<file path="config.mk">
export PLATFORM = sky130hd
export DESIGN_NAME = tpumac_pipe
export DESIGN_NICKNAME = d
export VERILOG_FILES = /design/src/rtl/tpumac_pipe.sv
export SDC_FILE = /design/constraint.sdc
export NUM_CORES = 1
export LEC_CHECK = 0
export CAP_MARGIN = 5
export CORE_MARGIN = 2
export CORE_UTILIZATION = 45
export CTS_CLUSTER_DIAMETER = 50
export DETAILED_ROUTE_END_ITERATION = 6
export HOLD_SLACK_MARGIN = 0.1
export PLACE_DENSITY = 0.76
export SLEW_MARGIN = 25
export SYNTH_ARGS = -nofsm -noshare
export SYNTH_HDL_FRONTEND = slang
export SYNTH_SLANG_ARGS = --single-unit
</file>
<file path="constraint.sdc">
create_clock -name clk -period 6.3 [get_ports clk]
set_input_delay 1.26 -clock clk [delete_from_list [all_inputs] [get_ports clk]]
set_output_delay 1.26 -clock clk [all_outputs]
set_load 0.05 [all_outputs]
</file>
<file path="src/rtl/tpumac_pipe.sv">
// rtl/tpumac_pipe.sv - LANES-wide signed MAC, multiply stage ahead of accumulate stage.
// Optional TPUMAC_SAT_EN: clamp overflowing accumulates instead of wrapping.
module tpumac_pipe #(
  parameter int BITS_AB = 8,
  parameter int BITS_C  = 16,
  parameter int LANES   = 4
) (
  input  logic                       clk,
  input  logic                       rst_n,
  input  logic                       en,
  input  logic                       WrEn,
  input  logic                       clr,
  input  logic [LANES*BITS_AB-1:0]   Ain,
  input  logic [LANES*BITS_AB-1:0]   Bin,
  input  logic [LANES*BITS_C-1:0]    Cin,
  output logic [LANES*BITS_AB-1:0]   Aout,
  output logic [LANES*BITS_AB-1:0]   Bout,
  output logic [LANES*BITS_C-1:0]    Cout,
  output logic                       valid_out,
  output logic [LANES-1:0]           ovf
);

  localparam int PW = 2 * BITS_AB;

  logic [LANES*BITS_AB-1:0] a_q, a_d, b_q, b_d;
  logic [LANES*PW-1:0]      p_q, p_d, p_new;
  logic                     pv_q, pv_d;
  logic [LANES*BITS_C-1:0]  c_q, c_d, c_acc;
  logic [LANES-1:0]         ovf_q, ovf_d, add_ovf;
  logic                     valid_q, valid_d;

  for (genvar i = 0; i < LANES; i++) begin : g_lane
    logic signed [BITS_AB-1:0] a_s, b_s;
    logic signed [PW-1:0]      prod;
    logic signed [BITS_C-1:0]  c_s, p_ext, sum;
    logic                      lane_ovf;

    // Product comes straight from the inputs so it does not wait on Aout/Bout.
    assign a_s   = Ain[i*BITS_AB +: BITS_AB];
    assign b_s   = Bin[i*BITS_AB +: BITS_AB];
    assign prod  = PW'(a_s) * PW'(b_s);
    assign p_new[i*PW +: PW] = prod;

    assign c_s      = c_q[i*BITS_C +: BITS_C];
    assign p_ext    = BITS_C'($signed(p_q[i*PW +: PW]));
    assign sum      = c_s + p_ext;
    assign lane_ovf = (c_s[BITS_C-1] == p_ext[BITS_C-1]) && (sum[BITS_C-1] != c_s[BITS_C-1]);
    assign add_ovf[i] = lane_ovf;

`ifdef TPUMAC_SAT_EN
    // On overflow the true result lies beyond the limit on the operands' side.
    assign c_acc[i*BITS_C +: BITS_C] = !lane_ovf ? sum :
        (c_s[BITS_C-1] ? {1'b1, {(BITS_C-1){1'b0}}} : {1'b0, {(BITS_C-1){1'b1}}});
`else
    assign c_acc[i*BITS_C +: BITS_C] = sum;
`endif
  end

  always_comb begin
    a_d     = a_q;
    b_d     = b_q;
    p_d     = p_q;
    pv_d    = 1'b0;
    c_d     = c_q;
    ovf_d   = ovf_q;
    valid_d = 1'b0;
    if (clr) begin
      c_d   = '0;
      ovf_d = '0;
    end else begin
      if (en) begin
        a_d = Ain;
        b_d = Bin;
        if (WrEn) begin
          c_d = Cin;
        end else begin
          p_d  = p_new;
          pv_d = 1'b1;
        end
      end
      // A preload wins over, and discards, the product issued on the previous edge.
      if (pv_q && !(en && WrEn)) begin
        c_d     = c_acc;
        ovf_d   = ovf_q | add_ovf;
        valid_d = 1'b1;
      end
    end
  end

  always_ff @(posedge clk or negedge rst_n) begin
    if (!rst_n) begin
      a_q     <= '0;
      b_q     <= '0;
      p_q     <= '0;
      pv_q    <= 1'b0;
      c_q     <= '0;
      ovf_q   <= '0;
      valid_q <= 1'b0;
    end else begin
      a_q     <= a_d;
      b_q     <= b_d;
      p_q     <= p_d;
      pv_q    <= pv_d;
      c_q     <= c_d;
      ovf_q   <= ovf_d;
      valid_q <= valid_d;
    end
  end

  assign Aout      = a_q;
  assign Bout      = b_q;
  assign Cout      = c_q;
  assign valid_out = valid_q;
  assign ovf       = ovf_q;

endmodule

</file>
; ---- Word level (Yosys, flattened, before mapping)
; Index checks and enable logic that the tools add are counted.
[word_totals]
register_bits = 198
in_bits = 133
output_inout_bits = 133
wordCells = 50
[op_classes]
n_addsub = 4
mul = 4
n_eq_ne = 8
mux = 11
bitwise_logic = 3
reduce_logical = 13
[op_table]
columns = operator, count
row1 = $mux W64, 4
row2 = $add A16 B16 Y16, 4
row3 = $mul A8 B8 Y16, 4
row4 = $mux W4, 2
row5 = $logic_and A1 B1 Y1, 6
row6 = $reduce_bool A3 Y1, 2
row7 = $mux W1, 5
row8 = $eq A1 B1 Y1, 4
row9 = $ne A1 B1 Y1, 4
row10 = $or A4 B4 Y4, 1
row11 = $reduce_and A2 Y1, 2
row12 = $reduce_and A3 Y1, 1
row13 = $not A1 Y1, 2
row14 = $reduce_bool A2 Y1, 1
row15 = $logic_not A1 Y1, 1

; ---- Depth between registers and ports, before layout
[logic_depth]
ltp_word = 6
depth_mapped = 18
ltp_nobuf = 17

; ---- Worst setup path after synthesis
; OpenSTA, ideal clock, no wires.
[synth_timing]
kind = input-to-reg
start = in Ain[31]
end = reg p_q[63]
setup_time_ps = 131
arrival_time_ps = 5431
t_required_ps = 6169
setup_slack_ps = 739
cell_stages = 18
n_path_buf = 1
path_cell_list = clkbuf_1 -> and2_1 -> fa_1 -> inv_1 -> fa_1 -> inv_1 -> fa_1 -> inv_1 -> fa_1 -> inv_1 -> ha_1 -> and2_0 -> a22o_1 -> o311a_1 -> a2111oi_2 -> o2bb2ai_1 -> xnor2_1 -> o21ai_1
[synth_between]
elab_chain_cells = 1
[synth_rtl]
columns = element, line_no
row1 = start: declaration, 13  ; input logic [LANES*BITS_AB-1:0] Ain,
row2 = $mul A8 B8 Y16, 41  ; assign prod = PW'(a_s) * PW'(b_s);
row3 = end signal: assignment, 102  ; p_q <= p_d;
row4 = end: declaration, 26  ; logic [LANES*PW-1:0] p_q, p_d, p_new;
; No other way between the ends.
; A chain may end at the register's enable or synchronous reset.

; ---- Worst setup path in the final report
[layout_timing]
start = in Bin[24]
end = reg p_q[63]
[layout_between]
elab_chain_cells = 1
[layout_rtl]
columns = element, line_no
row1 = start: declaration, 14  ; input logic [LANES*BITS_AB-1:0] Bin,
row2 = $mul A8 B8 Y16, 41
; No other way between the ends.

==> metrics.txt <==
Vias=16.2k; Max FO, Critical Path=4; end of the worst register-to-register path=Cout[14]; core area=approximately 45,000 um^2; Reg-to-Reg Start=Cout[0]; ant diodes=0; LEAKAGE=11.6 nW; TNS Setup=0 ps; Layout Utilization=54.7%; hold slack=around 480 ps; DRT Pass-1 Iters=5; RSZ-0062 raised after global routing=no; Die Height=around 220 um; worst rel slew slack=about a third; clock root cell=clkbuf_16; drc violations=0; final hold viol count=0; TritonCTS Sinks=198; Max Cap Viol=0; Setup crit end kind=flip-flop; Main synth FF type=dfrtp_1; post-CTS setup buffers=0; sequential element share of the synthesized area=24.1%; GRT Residual Overflow=0; count of standard-cell rows=a little under 80; initial antenna violation count=1; Post-synth EDFFs=0; CP arrival=slightly above 6000 ps; Clk Latency, worst-skew pair=510 ps; Die Wd=218 um; routed wl met2=25,900 um; design area=24,800 um^2; layout cells sized above 1=7.19%; Worst Reg-to-Reg Cells=10; DR WL met3=between 2000 and 3000 um; first-pass GRT wire length=87,800 um; Synth-to-Final Area Change=20.4%; I/O pins=about 270; drt total wl=53,400 um; Hold Crit Start=p_q[16]; Netlist cell types=65; Setup-failing EPs final=0; fmax=174 MHz; gr usage total=23.6%; # hold bufs at CTS=0; clock-pin slew on the worst setup and hold paths=80 ps; Placement Setup Slack=5.85 ps; Worst Hold Class=reg -> reg; largest net degree at the start of global routing=120; post-placement cell area=24,200 um^2; Final Skew=14.0 ps; post-synthesis cell area=20,600 um^2; Min-Delay Endpoint=p_q[16]; top cells by area, synth=dfrtp_1, fa_1, ha_1, inv_1, and2_1; CTS Buffer Depth=2; worst setup slack after layout=538 ps; flops & latches, synth=198; CTS Buf Count=17; Mapped Avg Cell Area=9.41 um^2; Metal-1 WL=23,400 um; post-route total power=7.85 mW; Syn Nets=2,718; CP delay by family, top=adder cells; number of global-route vias before repair=17.1k; PwrDens=approximately 320 nW/um^2; Die ar.=47,400 um^2; VDD IR max=0.000264 V; ys async rst share=100%; top cell type's share of synthesized area=24.1%; Post-Synthesis Cells=2,185; CTS tree=done; Worst Path Required=6670 ps; crit share post-route=91.5%; area leader, netlist=dfrtp_1; CP bufs+invs=5; Final #Nets=between 2k and 3k; DP HPWL=41,700 um; slew of the pin with the lowest slew margin=971 ps; CP max-delay cell=fa_1; crit start category=input pin; Critical Path Max Stage Delay=540 ps; initial core utilization=45.4%; antenna-violating nets left=0; routability cong.=0.898; Max Used Layer=met5; Post-CTS Resized=0; DR vias/cell=5.27; IO buf count=roughly 270; Hold Path Cell Cnt=2; post-layout min period=~5800 ps; critical path type=in -> reg; CTS HTree Levels=4; status=finished, final reports clean; final std cells w/o fill=3,075; routed len/inst=between 15 and 20 um; Placed Instances=3,043; Cell Chain, Critical Path=clkdlybuf4s50_1 > and2_1 > fa_1 > inv_1 > fa_1 > inv_1 > fa_1 > inv_1 > fa_1 > inv_1 > ha_1 > and2_0 > a22o_1 > o311a_1 > a2111oi_2 > o2bb2ai_1 > xnor2_1 > o21ai_1; reg-to-reg slack, setup=3510 ps; Slew Limit Fails=0; Syn. warnings=0; Initial DRC Count=707
==> worst min-delay path: cells and delay by family (launching register included) <==
kind	cells	cell delay [ps]
DFF	1	350
and+or+nand+nor	2	100
==> Yosys cell counts, drive strengths merged (2+ instances only) <==
library cell and n:
nand3 15, o2bb2ai 2, o21a 29, nor2 106
nor3 29, a21oi 87, inv 349, and3 16
xnor2 63, a31o 5, nand3b 12, a31oi 8
ha 176, a2111oi 7, or3 10, a21o 18
buf 6, a211o 4, mux2i 19, or2 6
o211ai 19, o21ai 72, clkbuf 54, o31ai 13
nor3b 6, a311oi 11, o31a 6, o221ai 3
dfrtp 198, fa 224, o22ai 7, o41ai 4
mux2 69, nand2 191, o22a 3, nand2b 11
a211oi 63, and2 178, a21boi 11, nor2b 40
xor2 24
==> how the worst max path moves through the flow <==
stage / slack (ps) / endpoint / from / depth (start not counted)
floorplan: 740 / p_q[63] / Ain[31] / 18
global placement: 90 / p_q[63] / Bin[24] / 18
detailed placement: 6 / p_q[63] / Bin[24] / 18
CTS: 540 / p_q[63] / Bin[24] / 18
global route: 340 / p_q[31] / Ain[15] / 18
finish: 540 / p_q[63] / Bin[24] / 18
==> state kept, by name (all words and copies together), names as in the netlist <==
name       count
Aout          32
Bout          32
Cout          64
ovf            4
p_q           64
pv_q           1
valid_out      1
==> where the power goes <==
group	internal [mW]	switching, mW	total [mW]
clock	0.572	0.568	1.14
combinational	2.17	2.81	4.99
sequential	1.54	0.189	1.72
total	4.28	3.57	7.85
==> routing by layer <==
layer	vias up	global-route usage [%]
met5	-	0
met4	2	8.16
met3	89	4.87
met2	391	39.9
met1	8000	30.1
li1	7718	-
==> cell type report <==
class | instances | area, um^2
fill | 4038 | 20500
tap | 600 | 751
timing repair buffer | 318 | 3060
clock buffer | 20 | 457
inverter | 349 | 1310
multi-input combinational | 1578 | 14100
clock inverter | 12 | 123
sequential | 198 | 4960
==> logic make-up after synthesis <==
group,Yosys count,share of synthesized area [%]
AO/OA/AOI/OAI,379,12.3
XOR/XNOR,87,3.71
adder cells (fa/ha/maj),400,32.5
buffers and inverters,409,7.47
flip-flops,198,24.1
multiplexers,88,4.70
AND/OR/NAND/NOR,624,15.3
==> placed cells by master (no fill, tap or decap), types with 69 or more instances in the layout <==
cell,count
inv_1,348
clkdlybuf4s50_1,263
fa_1,224
dfrtp_1,197
nand2_1,190
ha_1,176
and2_1,175
nor2_1,105
a21oi_1,87
mux2_2,69
No activity file was read; power rests on OpenSTA's default activity.
